--- src/rtl/btn_pkg.sv ---
// btn_pkg: shared constants for the push-button conditioner
package btn_pkg;
  localparam int SAMPLE_DIV_DEF   = 50000;
  localparam int DB_SAMPLES_DEF   = 4;
  localparam int LONG_TICKS_DEF   = 256;
  localparam int REPEAT_TICKS_DEF = 64;
  localparam int SAMPLE_DIV_TB    = 4;
  localparam int DB_SAMPLES_TB    = 3;
  localparam int LONG_TICKS_TB    = 5;
  localparam int REPEAT_TICKS_TB  = 2;
endpackage

--- src/rtl/sample_tick_gen.sv ---
// sample_tick_gen: one-cycle tick every SAMPLE_DIV clocks, shareable between buttons
module sample_tick_gen import btn_pkg::*; #(
  parameter int SAMPLE_DIV = SAMPLE_DIV_DEF
) (
  input  logic clk,
  input  logic rst,
  output logic tick
);
  localparam int CW = $clog2(SAMPLE_DIV);
  logic [CW-1:0] cnt_q;
  assign tick = cnt_q == CW'(SAMPLE_DIV - 1);
  // free-running prescaler wrapping at SAMPLE_DIV-1
  always_ff @(posedge clk)
    if (rst) cnt_q <= '0;
    else     cnt_q <= tick ? '0 : cnt_q + 1'b1;
endmodule

--- src/rtl/button_conditioner.sv ---
// button_conditioner: sync, debounce, edge pulses, long press and auto-repeat for one button
module button_conditioner import btn_pkg::*; #(
  parameter int SAMPLE_DIV   = SAMPLE_DIV_DEF,
  parameter int DB_SAMPLES   = DB_SAMPLES_DEF,
  parameter int LONG_TICKS   = LONG_TICKS_DEF,
  parameter int REPEAT_TICKS = REPEAT_TICKS_DEF
) (
  input  logic clk,
  input  logic rst,
  input  logic btn_raw,
  input  logic repeat_en,
  output logic level,
  output logic press_pulse,
  output logic release_pulse,
  output logic long_pulse,
  output logic long_held
);
  localparam int HW = $clog2(LONG_TICKS + REPEAT_TICKS) + 1;
  localparam logic [HW-1:0] LV  = HW'(LONG_TICKS);
  localparam logic [HW-1:0] LRV = HW'(LONG_TICKS + REPEAT_TICKS);
  logic s1_q, s2_q, tick, tick_d_q;
  logic level_q, press_q, release_q, long_q, held_q;
  logic [DB_SAMPLES-1:0] sh_q;
  logic [HW-1:0] hold_q, hold_d, hold_inc;
  logic level_d, adv, long_ev, rep_ev, held_d;
  sample_tick_gen #(.SAMPLE_DIV(SAMPLE_DIV)) u_tick (
    .clk (clk),
    .rst (rst),
    .tick(tick)
  );
  // level only moves on a unanimous window; hold counter advances on ticks while pressed
  always_comb begin
    level_d  = tick_d_q ? (&sh_q ? 1'b1 : ~|sh_q ? 1'b0 : level_q) : level_q;
    adv      = tick & level_q & level_d;
    hold_inc = hold_q + 1'b1;
    long_ev  = adv & ~held_q & (hold_inc == LV);
    rep_ev   = adv & held_q & repeat_en & (hold_inc == LRV);
    hold_d   = ~level_d ? '0 :
               ~adv ? hold_q :
               rep_ev ? LV :
               (held_q & ~repeat_en & (hold_q >= LV)) ? hold_q : hold_inc;
    held_d   = level_d & (held_q | long_ev);
  end
  // synchroniser, sample shift register and registered outputs
  always_ff @(posedge clk)
    if (rst) begin
      s1_q      <= 1'b0;
      s2_q      <= 1'b0;
      tick_d_q  <= 1'b0;
      sh_q      <= '0;
      hold_q    <= '0;
      level_q   <= 1'b0;
      press_q   <= 1'b0;
      release_q <= 1'b0;
      long_q    <= 1'b0;
      held_q    <= 1'b0;
    end else begin
      s1_q      <= btn_raw;
      s2_q      <= s1_q;
      tick_d_q  <= tick;
      sh_q      <= tick ? {sh_q[DB_SAMPLES-2:0], s2_q} : sh_q;
      hold_q    <= hold_d;
      level_q   <= level_d;
      press_q   <= (level_d & ~level_q) | rep_ev;
      release_q <= ~level_d & level_q;
      long_q    <= long_ev;
      held_q    <= held_d;
    end
  assign level         = level_q;
  assign press_pulse   = press_q;
  assign release_pulse = release_q;
  assign long_pulse    = long_q;
  assign long_held     = held_q;
endmodule

--- config.mk ---
export PLATFORM = sky130hd
export DESIGN_NAME = button_conditioner
export DESIGN_NICKNAME = d
export VERILOG_FILES = /design/src/rtl/btn_pkg.sv /design/src/rtl/sample_tick_gen.sv /design/src/rtl/button_conditioner.sv
export SDC_FILE = /design/constraint.sdc
export NUM_CORES = 1
export LEC_CHECK = 0
export CAP_MARGIN = 10
export CORE_MARGIN = 5
export CORE_UTILIZATION = 29
export DETAILED_ROUTE_END_ITERATION = 12
export HOLD_SLACK_MARGIN = 0.06
export MAX_ROUTING_LAYER = met4
export PLACE_DENSITY = 0.5
export SLEW_MARGIN = 5
export SYNTH_ARGS = -nofsm -noshare
export SYNTH_HDL_FRONTEND = slang
export SYNTH_SLANG_ARGS = --single-unit
--- constraint.sdc ---
create_clock -name clk -period 3 [get_ports clk]
set_input_delay 0.3 -clock clk [delete_from_list [all_inputs] [get_ports clk]]
set_output_delay 0.3 -clock clk [all_outputs]
set_load 0.1 [all_outputs]
# Word level (Yosys, flattened, before mapping)
# Index checks and enable logic that the tools add are counted.
dict set report word_totals {
  regBits 38
  in_bits 4
  output_inout_bits 5
  wordCells 46
}
dict set report op_classes {
  add_sub_neg 2
  n_lt_le_gt_ge 1
  eq_ne 4
  muxes 5
  bitwise_logic 18
  reduce_logical 5
}
# cell count
set ops {}
lappend ops {{$eq A10 B9 Y1 const B} 2}
lappend ops {{$mux W10} 2}
lappend ops {{$add A16 B1 Y16 const B} 1}
lappend ops {{$eq A16 B16 Y1 const B} 1}
lappend ops {{$and A1 B1 Y1} 12}
lappend ops {{$add A10 B1 Y10 const B} 1}
lappend ops {{$ge A10 B9 Y1 const B} 1}
lappend ops {{$not A1 Y1} 4}
lappend ops {{$reduce_and A4 Y1} 1}
lappend ops {{$reduce_or A2 Y1} 2}
lappend ops {{$reduce_or A4 Y1} 1}
lappend ops {{$mux W1} 3}
lappend ops {{$ne A2 B2 Y1 const B} 1}
lappend ops {{$or A1 B1 Y1} 2}
lappend ops {{$reduce_and A2 Y1} 1}

# Logic depth before layout (Yosys ltp)
dict set report logic_depth {
  word_depth 10
  depth_mapped 9
  depth_no_buf 7
}

# Hierarchy
# From an unflattened synthesis, not the netlist that was laid out.
dict set report hier_totals {
  hier_cells 201
  area_unflattened_um2 1780.5
}
# module n_inst cells_per_inst area_each_um2 seq_area_each_um2
set modules_own_cells {}
lappend modules_own_cells {button_conditioner 1 120 1069.8 440.4}
lappend modules_own_cells {sample_tick_gen 1 81 710.7 320.3}

# Least setup slack after synthesis
# OpenSTA, ideal clock, no wires.
dict set report synth_timing {
  path_type {flip-flop to flip-flop}
  start {reg level_q (netlist: level)}
  end {reg hold_q[8]}
  setup_time_ns 0.118
  arrival_ns 2.146
  required_ns 2.882
  path_slack_ns 0.736
  path_stages_with_launch 7
  n_path_buf 1
  synth_period_minus_slack_ns 2.264
  cell_sequence {dfxtp_1 > o21ai_0 > or3_1 > clkbuf_1 > nor3_1 > xnor2_1 > nor2_1}
}
dict set report synth_via {
  elab_chain_cells 9
  elab_cells_between_ends 13
  cone_classes {eq/ne (1); mux (4); bitwise (6); reduce/logical (2)}
}
# element line_no
set synth_rtl {}
lappend synth_rtl {{from (decl)} button_conditioner.sv:22} ;# logic level_q, press_q, release_q, long_q, held_q;
lappend synth_rtl {{from (signal assigned)} button_conditioner.sv:63} ;# level_q <= level_d;
lappend synth_rtl {{$mux W1 (3 in series)} button_conditioner.sv:33} ;# level_d = tick_d_q ? (&sh_q ? 1'b1 : ~|sh_q ? 1'b0 : level_q) : level_q;
lappend synth_rtl {{$and A1 B1 Y1} button_conditioner.sv:34} ;# adv = tick & level_q & level_d;
lappend synth_rtl {{$and A1 B1 Y1 (3 in series)} button_conditioner.sv:37} ;# rep_ev = adv & held_q & repeat_en & (hold_inc == LRV);
lappend synth_rtl {{$ne A2 B2 Y1 (no source line)} --}
lappend synth_rtl {{$reduce_and A2 Y1 (no source line)} --}
lappend synth_rtl {{to (signal assigned)} button_conditioner.sv:62} ;# hold_q <= hold_d;
lappend synth_rtl {{to (decl)} button_conditioner.sv:24} ;# logic [HW-1:0] hold_q, hold_d, hold_inc;
# Several ways; a longest one is shown, not always the timed one.
# A chain may end at the register's enable or synchronous reset.

# Worst setup path after layout
dict set report layout_timing {
  start {reg hold_q[0]}
  end {reg held_q (netlist: long_held)}
}
dict set report layout_via {
  elab_chain_cells 5
}
# element line_no
set layout_rtl {}
lappend layout_rtl {{$add A10 B1 Y10} button_conditioner.sv:35} ;# hold_inc = hold_q + 1'b1;
lappend layout_rtl {{$eq A10 B9 Y1} button_conditioner.sv:36} ;# long_ev = adv & ~held_q & (hold_inc == LV);
lappend layout_rtl {{$and A1 B1 Y1} button_conditioner.sv:36}
lappend layout_rtl {{$or A1 B1 Y1} button_conditioner.sv:42} ;# held_d = level_d & (held_q | long_ev);
lappend layout_rtl {{$and A1 B1 Y1} button_conditioner.sv:42}
lappend layout_rtl {{to (signal assigned)} button_conditioner.sv:67} ;# held_q <= held_d;
lappend layout_rtl {{to (decl)} button_conditioner.sv:22}
# Every way passes these cells.

==> Implementation_results.wiki <==
{| class="wikitable"
! Metric !! Value
|-
| Number of nets in the layout || 222
|-
| Type of the worst setup path || flip-flop to flip-flop
|-
| Slew at the pin with the worst max-slew slack || 974.9 ps
|-
| Buffers inserted during post-CTS setup optimization || 0
|-
| Design Area, Final || 2058 um^2
|-
| Site row count || 28
|-
| Clock tree from TritonCTS || built
|-
| CTS H-Tree Depth || 2
|-
| Worst skew pair latency || 290 ps
|-
| Fraction of final layout cells with drive strength greater than 1 || 10.70%
|-
| Cells resized by post-CTS repair || 0
|-
| Most used cells in the layout excluding fill and tap cells || sky130_fd_sc_hd__dfxtp_1, sky130_fd_sc_hd__nor2_1, sky130_fd_sc_hd__xor2_1, sky130_fd_sc_hd__nand2_1, sky130_fd_sc_hd__nand3_1
|-
| Cell Pwr Density || 470.7 nW/um^2
|-
| Residual overflow from global routing || 0
|-
| Count of TritonRoute iterations in the first routing pass || 4
|-
| P_leak || 0.0007698 uW
|-
| Final worst clock skew || 6.586 ps
|-
| Core region area || 6026 um^2
|-
| Total count of max-transition violations in the final report || 0
|-
| Wire length of the first global-routing pass || 6037 um
|-
| Final core utilization || 34.16%
|-
| PnR worst setup slack || 594.8 ps
|-
| Die Outline Area || 7962 um^2
|-
| Cell count after synthesis || 206
|-
| RD Place Congestion || 0.8472
|-
| Cell area reported after detailed placement || 1946 um^2
|-
| Share of the yosys chip area belonging to registers || 41.79%
|-
| Count of hold buffers inserted by post-cts repair || 0
|-
| Synth Flop Type || sky130_fd_sc_hd__dfxtp_1
|-
| Final setup TNS || 0 ps
|-
| Post-synthesis instance area || 1820 um^2
|-
| Max-cap check violation count || 0
|-
| Synthesized flop and latch total || 38
|-
| Total global-route track usage || 10.09%
|-
| IO Pins || 9
|-
| Normalized max-slew margin || 34.80%
|-
| Area used by multi-input combinational logic || 988.4 um^2
|-
| Count of port buffers added during placement || 8
|-
| Total clock buffers created by CTS || 5
|-
| Pin count of the biggest net entering global routing || 16
|-
| Arr. time, crit path || 2620 ps
|-
| DRC viols || 0
|-
| Maximum number of buffers from clock root to sink || 2
|-
| Fill cell instance count of the final layout || 643
|-
| Net Count, Synth || 213
|-
| Final Hold Violating Endpoints || 0
|-
| Worst hold-check path type || flip-flop to flip-flop
|-
| Final critical-path required period || 2405 ps
|-
| Final count of negative-setup-slack endpoints || 0
|-
| Dominant cells by area after synthesis || sky130_fd_sc_hd__dfxtp_1, sky130_fd_sc_hd__xor2_1, sky130_fd_sc_hd__nor2_1, sky130_fd_sc_hd__nand2_1, sky130_fd_sc_hd__xnor2_1
|-
| Sort of element at the end of the critical path || flip-flop
|-
| Portion of synthesized cell area occupied by the leading cell type || 41.79%
|-
| Clock tree root driver cell || sky130_fd_sc_hd__clkbuf_8
|-
| Maximum fanout along the worst path || 6
|-
| Die Ht || 89.23 um
|-
| Setup crit start kind || flip-flop
|-
| Detailed placement HPWL || 2459 um
|-
| Area growth from synthesis to layout || 13.06%
|-
| Count of flip-flops with a built-in enable after synthesis || 0
|-
| Starting density of the core || 30.21%
|-
| RSZ-0062 raised after global routing || no
|-
| Number of warnings printed during yosys synthesis || 0
|-
| Remaining antenna violation count || 0
|-
| Via count of the first global-routing pass || 1297
|-
| Max rail drop VDD || 196.5 uV
|-
| DR WL/cell || 12.12 um
|-
| Width of the chip || 89.23 um
|-
| Drt initial violations || 83
|-
| Worst Path Required || 3220 ps
|-
| Minimum setup slack after placement || 621.8 ps
|-
| Yosys top cell by area || sky130_fd_sc_hd__dfxtp_1
|-
| Antenna violations before repair || 0
|-
| Average vias per placed instance || 4.759
|-
| Avg Synthesized Cell Area || 8.837 um^2
|-
| Post-route fraction of the period consumed by the critical path || 80.17%
|-
| Most common library cell in the layout ignoring fill and taps || sky130_fd_sc_hd__dfxtp_1
|-
| Drt total wl || 3514 um
|-
| Number of distinct library cells after synthesis || 42
|-
| Post-synthesis async set-or-reset flop share || 0%
|-
| CTS clk-pin slew, worst paths || 70 ps
|-
| Total number of clock tree sinks || 38
|-
| Status || finished, final reports clean
|-
| Routed vias || 1380
|-
| Footprint of the flip-flops and latches || 760.7 um^2
|-
| Number of diodes added for antenna fixing || 0
|-
| Max Clk Rate || 415.8 MHz
|}
-- metrics by stage --
step	power, uW	cells	hold slack [ps]
2_1_floorplan	533.3	206	371.6
3_3_place_gp	541.7	283	418.2
3_5_place_dp	541.5	283	435.4
4_1_cts	983.7	290	452.3
5_1_grt	1008	290	474.5
6_report	968.8	290	448.6
-- cells by family after synthesis --
family / count (synthesis) / share of synthesized area, %
compound gates: 14 / 4.812
xor+xnor: 25 / 12.03
fa+ha+maj: 3 / 2.062
buf+inv: 12 / 3.917
flops: 38 / 41.79
mux: 4 / 2.199
simple gates: 110 / 33.20
-- layer usage --
layer / share of wire (%) / track usage (%)
met1: 53 / 13.47
met2: 41 / 14.13
met3: 3.2 / 2.488
met4: 2.2 / 4.871
met5: 0 / -
-- Yosys cell counts, drive strengths merged (3+ instances only) --
master and number:
mux2i 4, inv 4, o21ai 4, nor2 36, or3 3, buf 3, and3 7, ha 3
xnor2 6, xor2 19, nor3 7, nand2 18, nand4 7, and4 6, nor4b 3, nand3 9
clkbuf 5, a21oi 5, dfxtp 38
-- critical path: stages, from the launching register on --
cell                      delay (ps)
sky130_fd_sc_hd__dfxtp_1         420
sky130_fd_sc_hd__ha_1            270
sky130_fd_sc_hd__and3_2          220
sky130_fd_sc_hd__xnor2_1         110
sky130_fd_sc_hd__nand2_1          70
sky130_fd_sc_hd__or4_4           550
sky130_fd_sc_hd__or4_4           550
sky130_fd_sc_hd__a21oi_2         150
-- final cells by class --
| cell class | instances | area share [%] |
|---|---|---|
| multi-input cells | 156 | 48.02 |
| flip-flops and latches | 38 | 36.96 |
| well taps | 75 | 4.559 |
| repair buffers | 10 | 4.255 |
| clock buffers | 6 | 4.012 |
| clock inverters | 1 | 1.459 |
| inverters | 4 | 0.7295 |
-- registers in the layout, summed over array words and instances (netlist names) --
signal,flops
long_pulse,1
u_tick.cnt_q,16
press_pulse,1
s1_q,1
tick_d_q,1
hold_q,10
long_held,1
s2_q,1
level,1
release_pulse,1
sh_q,4
-- path summary, 6_finish.rpt --
kind                                 from  slack (ps)  cells past startpoint        end
worst min register to register       s1_q         450                      1       s2_q
worst max register to register  hold_q[0]         590                      7  long_held
worst max-delay path            hold_q[0]         590                      7  long_held
worst min-delay path                 s1_q         450                      1       s2_q
-- report_power, final --
group | total (uW) | switching [uW] | internal [uW]
Sequential | 512 | 3.20 | 509
Combinational | 17.6 | 9.27 | 8.31
Clock | 439 | 173 | 266
Note: power is estimated with default switching activity, not from simulation.
==> variant 1: new RTL, same flow settings <==
The package constant `LONG_TICKS_DEF` goes from 256 to 512.
--- a/src/rtl/btn_pkg.sv
+++ b/src/rtl/btn_pkg.sv
@@ -3,5 +3,5 @@
   localparam int SAMPLE_DIV_DEF   = 50000;
   localparam int DB_SAMPLES_DEF   = 4;
-  localparam int LONG_TICKS_DEF   = 256;
+  localparam int LONG_TICKS_DEF   = 512;
   localparam int REPEAT_TICKS_DEF = 64;
   localparam int SAMPLE_DIV_TB    = 4;
Formal check against the unedited RTL: no difference found for any inputs over 10 cycles, from zero or initial values and one cycle with rst high; that may be too few to reach the edited logic, so the function may still have changed.
==> variant 1 against the unedited design <==
Clock skew rose by 4.8 ps; non-clock buffer count fell by 1; power barely moved; worst setup slack improved by 200 ps; die area rose by 4.4%; sequential share of layout area rose by 0.29 points; final area rose by 1.8%; sequential power rose by 2%; routed wire length fell by 3.7%; final cell count fell by 0.34%; area after synthesis rose by 4.9%; sequential cell count rose by 1; critical endpoint is now hold_q[1].
==> variant 1: results (changes against the unedited design) <==
antenna_cells: 0  # unchanged
port_buffers: 8  # unchanged
fill_cells: 669  # was 643
grt_util_met1_pct: 11.82  # was 13.47%
slowest_stage: "or4_4"  # unchanged
met3_usage_pct: 2.066  # was 2.488%
cts_resized: 0  # unchanged
worstMarginPinSlew_ps: 960.8  # was 974.9 ps
worstHoldEndpoint: "u_tick.cnt_q[0]"  # was s2_q
drtPass1Iterations: 4  # unchanged
cp_data_arrival_time_ps: 2390  # was 2620 ps
crit_fanout: 5  # was 6
antenna_found_initial: 0  # unchanged
yosys-top-cells-count: "nor2_1, dfxtp_1, xnor2_1, nand4_1"  # was dfxtp_1, nor2_1, xor2_1, nand2_1, nand3_1
grt_pass1_vias: 1294  # was 1,297
yosysWarnings: 0  # unchanged
root_buffer: "clkbuf_8"  # unchanged
wl_per_cell_um: 11.71  # was 12.12 µm
syn_inst: 208  # was 206
ff2ff_path_depth: 6  # was 7
min_from: "u_tick.cnt_q[0]"  # was s1_q
vias_per_cell: 4.606  # was 4.759
insertion_delay_ps: 290  # about the same
dp_slack_ps: 818.8  # was 621.8 ps
drt_iter0_drc: 26  # was 83
p_leak_nw: 0.6715  # was 0.7698 nW
ctsLongestPathBuffers: 2  # unchanged
hold_depth: 1  # unchanged
post_cts_buffers: 0  # unchanged
ctsHtreeMaxLevel: 2  # unchanged
grt_pass1_wl_um: 6009  # was 6037 µm
drive_above_1_share_pct: 10.85  # was 10.70%
async_reset_ff_share_pct: 0  # unchanged
slowest_delay_ps: 560
dpl_cell_area_um2: 1993  # was 1946 µm²
ff2ff_setup_slack_ps: 800  # was 590 ps
gp_congestion: 0.7648  # was 0.8472
clock_skew_ps: 11.41  # was 6.586 ps
yosysSeqAreaShare_pct: 40.86  # was 41.79%
synthTopCellsByArea: "dfxtp_1, xnor2_1, nor2_1"  # was dfxtp_1, xor2_1, nor2_1
ys_types: 45  # was 42
largest_registers: "u_tick.cnt_q x16, hold_q x11, sh_q x4"  # was u_tick.cnt_q x16, hold_q x10, sh_q x4
place_inst: 282  # was 283
hpwl_um: 2392  # was 2459 µm
numCtsBuffers: 5  # unchanged
vdd.ir_drop.worst_mv: 0.1895  # was 0.1965 mV
met2_usage_pct: 13.10  # was 14.13%
grt_util_all_layers_pct: 8.940  # was 10.09%
cp_top_family: "simple AND/OR/NAND/NOR gates"  # unchanged
clk_pin_slew_ps: 80
final_cells: 289  # was 290
worst_r2r_startpoint: "hold_q[0]"  # unchanged
status: "completed"  # unchanged
r2r-end: "hold_q[1]"  # was long_held
nNetsFinal: 219  # was 222
grt_max_degree: 16  # unchanged
==> variant 1: cell count changes after synthesis, moves of 5 or more <==
cell,delta
nor2_1,+5
xnor2_1,+15
nand2_1,-13
xor2_1,-13
==> variant 1: where the power goes <==
| group | leakage (nW) | switching [mW] | internal (mW) |
|---|---|---|---|
| sequential | 0.315 | 0.00233 | 0.522 |
| combinational | 0.305 | 0.00935 | 0.00854 |
| clock | 0.0513 | 0.182 | 0.244 |
| total | 0.671 | 0.194 | 0.774 |
==> variant 1: area by class of cell <==
class	instances	share of cell area, %
multi-input cells	150	48.18
flip-flops and latches	39	37.25
well taps	77	4.597
repair buffers	9	3.821
clock buffers	6	3.463
clock inverters	1	1.433
inverters	7	1.254
==> variant 1: routing by layer <==
metal | wire length [µm] | up-vias
li1 | - | 720
met1 | 1792 | 593
met2 | 1453 | 14
met3 | 74 | 4
met4 | 63 | 0
met5 | 0 | -
==> variant 1: logic make-up after synthesis <==
kind of cell,after synthesis,share of synthesized area [%]
adders and majority gates,3,1.965
buffers and inverters,19,6.287
DFF,39,40.86
AOI/OAI and AO/OA,13,5.436
muxes,5,2.620
and+or+nand+nor,102,30.45
xor gates and xnor gates,27,12.38
==> variant 1: worst max-delay path by stage <==
stage	slack (ps)	start	cells past startpoint	endpoint
6_report	800	hold_q[0]	6	hold_q[1]
5_1_grt	620	hold_q[0]	6	hold_q[0]
4_1_cts	800	hold_q[0]	6	hold_q[1]
3_5_place_dp	820	hold_q[0]	6	hold_q[1]
3_3_place_gp	810	hold_q[0]	6	hold_q[1]
2_1_floorplan	830	long_held	7	hold_q[6]
==> variant 1: through the flow <==
| stage | util, % | hold slack (ps) |
|---|---|---|
| final | 32.82 | 437.9 |
| after global routing | 32.82 | 484.7 |
| after CTS | 32.82 | 442.9 |
| after detailed placement | 31.21 | 433.0 |
| after global placement | 31.21 | 418.2 |
| after floorplan | - | 371.6 |
==> variant 2: new RTL, config.mk and constraints unchanged <==
Without the edit above. Make the reset (`rst`) asynchronous in 2 clocked blocks.
--- a/src/rtl/sample_tick_gen.sv
+++ b/src/rtl/sample_tick_gen.sv
@@ -11,5 +11,5 @@
   assign tick = cnt_q == CW'(SAMPLE_DIV - 1);
   // free-running prescaler wrapping at SAMPLE_DIV-1
-  always_ff @(posedge clk)
+  always_ff @(posedge clk or posedge rst)
     if (rst) cnt_q <= '0;
     else     cnt_q <= tick ? '0 : cnt_q + 1'b1;
--- a/src/rtl/button_conditioner.sv
+++ b/src/rtl/button_conditioner.sv
@@ -43,5 +43,5 @@
   end
   // synchroniser, sample shift register and registered outputs
-  always_ff @(posedge clk)
+  always_ff @(posedge clk or posedge rst)
     if (rst) begin
       s1_q      <= 1'b0;
Check against the original RTL: same outputs for any inputs over 10 cycles, from zero or initial values and one cycle with rst high; that may be too few to reach the edited logic, so the function may still have changed.
==> variant 2 against the unedited design <==
Final area grew 6.1%; synthesized cell count shrank 5.8%; routed wire length grew 5.4%; area after synthesis grew 5.2%; critical endpoint is now hold_q[9]; worst setup slack gained 280 ps; non-clock buffer count is the same; power shrank 0.41%; sequential cell count is the same; final cell count shrank 2.1%.
==> variant 2: results (changes against the unedited design) <==
grt_max_degree: 39  # was 16
grt_pass1_wl_um: 6706  # was 6037 µm
hpwl_um: 2526  # was 2459 µm
yosysSeqAreaShare_pct: 49.67  # was 41.79%
synthTopCellsByArea: "dfrtp_1, xnor2_1, nand2_1"  # was dfxtp_1, xor2_1, nor2_1
drt_iter0_drc: 65  # was 83
power_switching_share_pct: 20.97  # was 19.18%
grt_util_all_layers_pct: 9.989  # was 10.09%
hold_depth: 0  # was 1
min_from: "s1_q"  # unchanged
place_inst: 276  # was 283
dpl_cell_area_um2: 2076  # was 1946 µm²
worstMarginPinSlew_ps: 967.0  # was 974.9 ps
r2r-end: "hold_q[9]"  # was long_held
yosysTopAreaCell: "dfrtp_1"  # was dfxtp_1
syn_inst: 194  # was 206
vdd.ir_drop.worst_mv: 0.1844  # was 0.1965 mV
fill_cells: 663  # was 643
status: "completed"  # unchanged
nNetsFinal: 213  # was 222
final_cells: 284  # was 290
drive_above_1_share_pct: 11.11  # was 10.70%
port_buffers: 8  # unchanged
clk_pin_slew_ps: 70  # about the same
power.density_nw_per_um2: 441.6  # was 470.7 nW/µm²
clock_skew_ps: 11.15  # was 6.586 ps
wl_per_cell_um: 13.04  # was 12.12 µm
yosysWarnings: 0  # unchanged
dp_slack_ps: 878.5  # was 621.8 ps
combPwrFrac_pct: 1.5  # was 1.8%
crit_fanout: 14  # was 6
gp_congestion: 0.7331  # was 0.8472
ff2ff_setup_slack_ps: 870  # was 590 ps
cts_resized: 0  # unchanged
async_reset_ff_share_pct: 100.0  # was 0%
syn-num-nets: 201  # was 213
ys_types: 42  # unchanged
worstHoldEndpoint: "s2_q"  # unchanged
worst_r2r_startpoint: "u_tick.cnt_q[0]"  # was hold_q[0]
vias: 1376  # was 1,380
hold_ws_ps: 355.6  # was 448.6 ps
ff2ff_path_depth: 6  # was 7
yosys-top-cells-count: "dfrtp_1, nand2_1, nor2_1, xnor2_1, inv_1"  # was dfxtp_1, nor2_1, xor2_1, nand2_1, nand3_1
[variant 2: how the worst max path moves through the flow]
| stage | depth (start not counted) | end | start |
|---|---|---|---|
| CTS | 6 | hold_q[9] | u_tick.cnt_q[0] |
| global placement | 6 | hold_q[8] | u_tick.cnt_q[0] |
| detailed placement | 6 | hold_q[9] | u_tick.cnt_q[0] |
| floorplan | 5 | hold_q[1] | long_held |
| global route | 6 | hold_q[9] | u_tick.cnt_q[0] |
| finish | 6 | hold_q[9] | u_tick.cnt_q[0] |
[variant 2: metal layers]
layer  track usage [%]  up-vias  share of wire (%)
met3             1.488        2                1.9
li1                  -      700                  -
met1             13.58      662                 53
met4             4.279        0               0.97
met2             14.78       12                 44
met5                 -        -                  0
[variant 2: final cells by class]
cell class / count / area (µm²) / area share, %
Clock inverter: 3 / 40.04 / 1.833
Inverter: 11 / 41.29 / 1.890
Sequential cell: 38 / 950.9 / 43.53
Clock buffer: 5 / 68.82 / 3.150
Tap cell: 77 / 96.34 / 4.410
Multi-Input combinational cell: 140 / 897.1 / 41.07
Timing Repair Buffer: 10 / 90.09 / 4.124
[variant 2: cells by family (layout without fill, tap and decap cells)]
| kind of cell | after synthesis | after routing | share of synthesized area [%] |
|---|---|---|---|
| and+or+nand+nor | 97 | 97 | 29.02 |
| xor gates and xnor gates | 19 | 19 | 8.693 |
| AOI/OAI and AO/OA | 21 | 21 | 7.190 |
| buffers and inverters | 16 | 29 | 3.464 |
| DFF | 38 | 38 | 49.67 |
| adders and majority gates | 3 | 3 | 1.961 |
[variant 2: critical path, stage by stage, from the launching register on]
cell and delay (ps):
dfrtp_1 390, ha_1 240, and3_1 270, nand4_2 410, nor4_1 460, xnor2_1 170
nor2_1 50
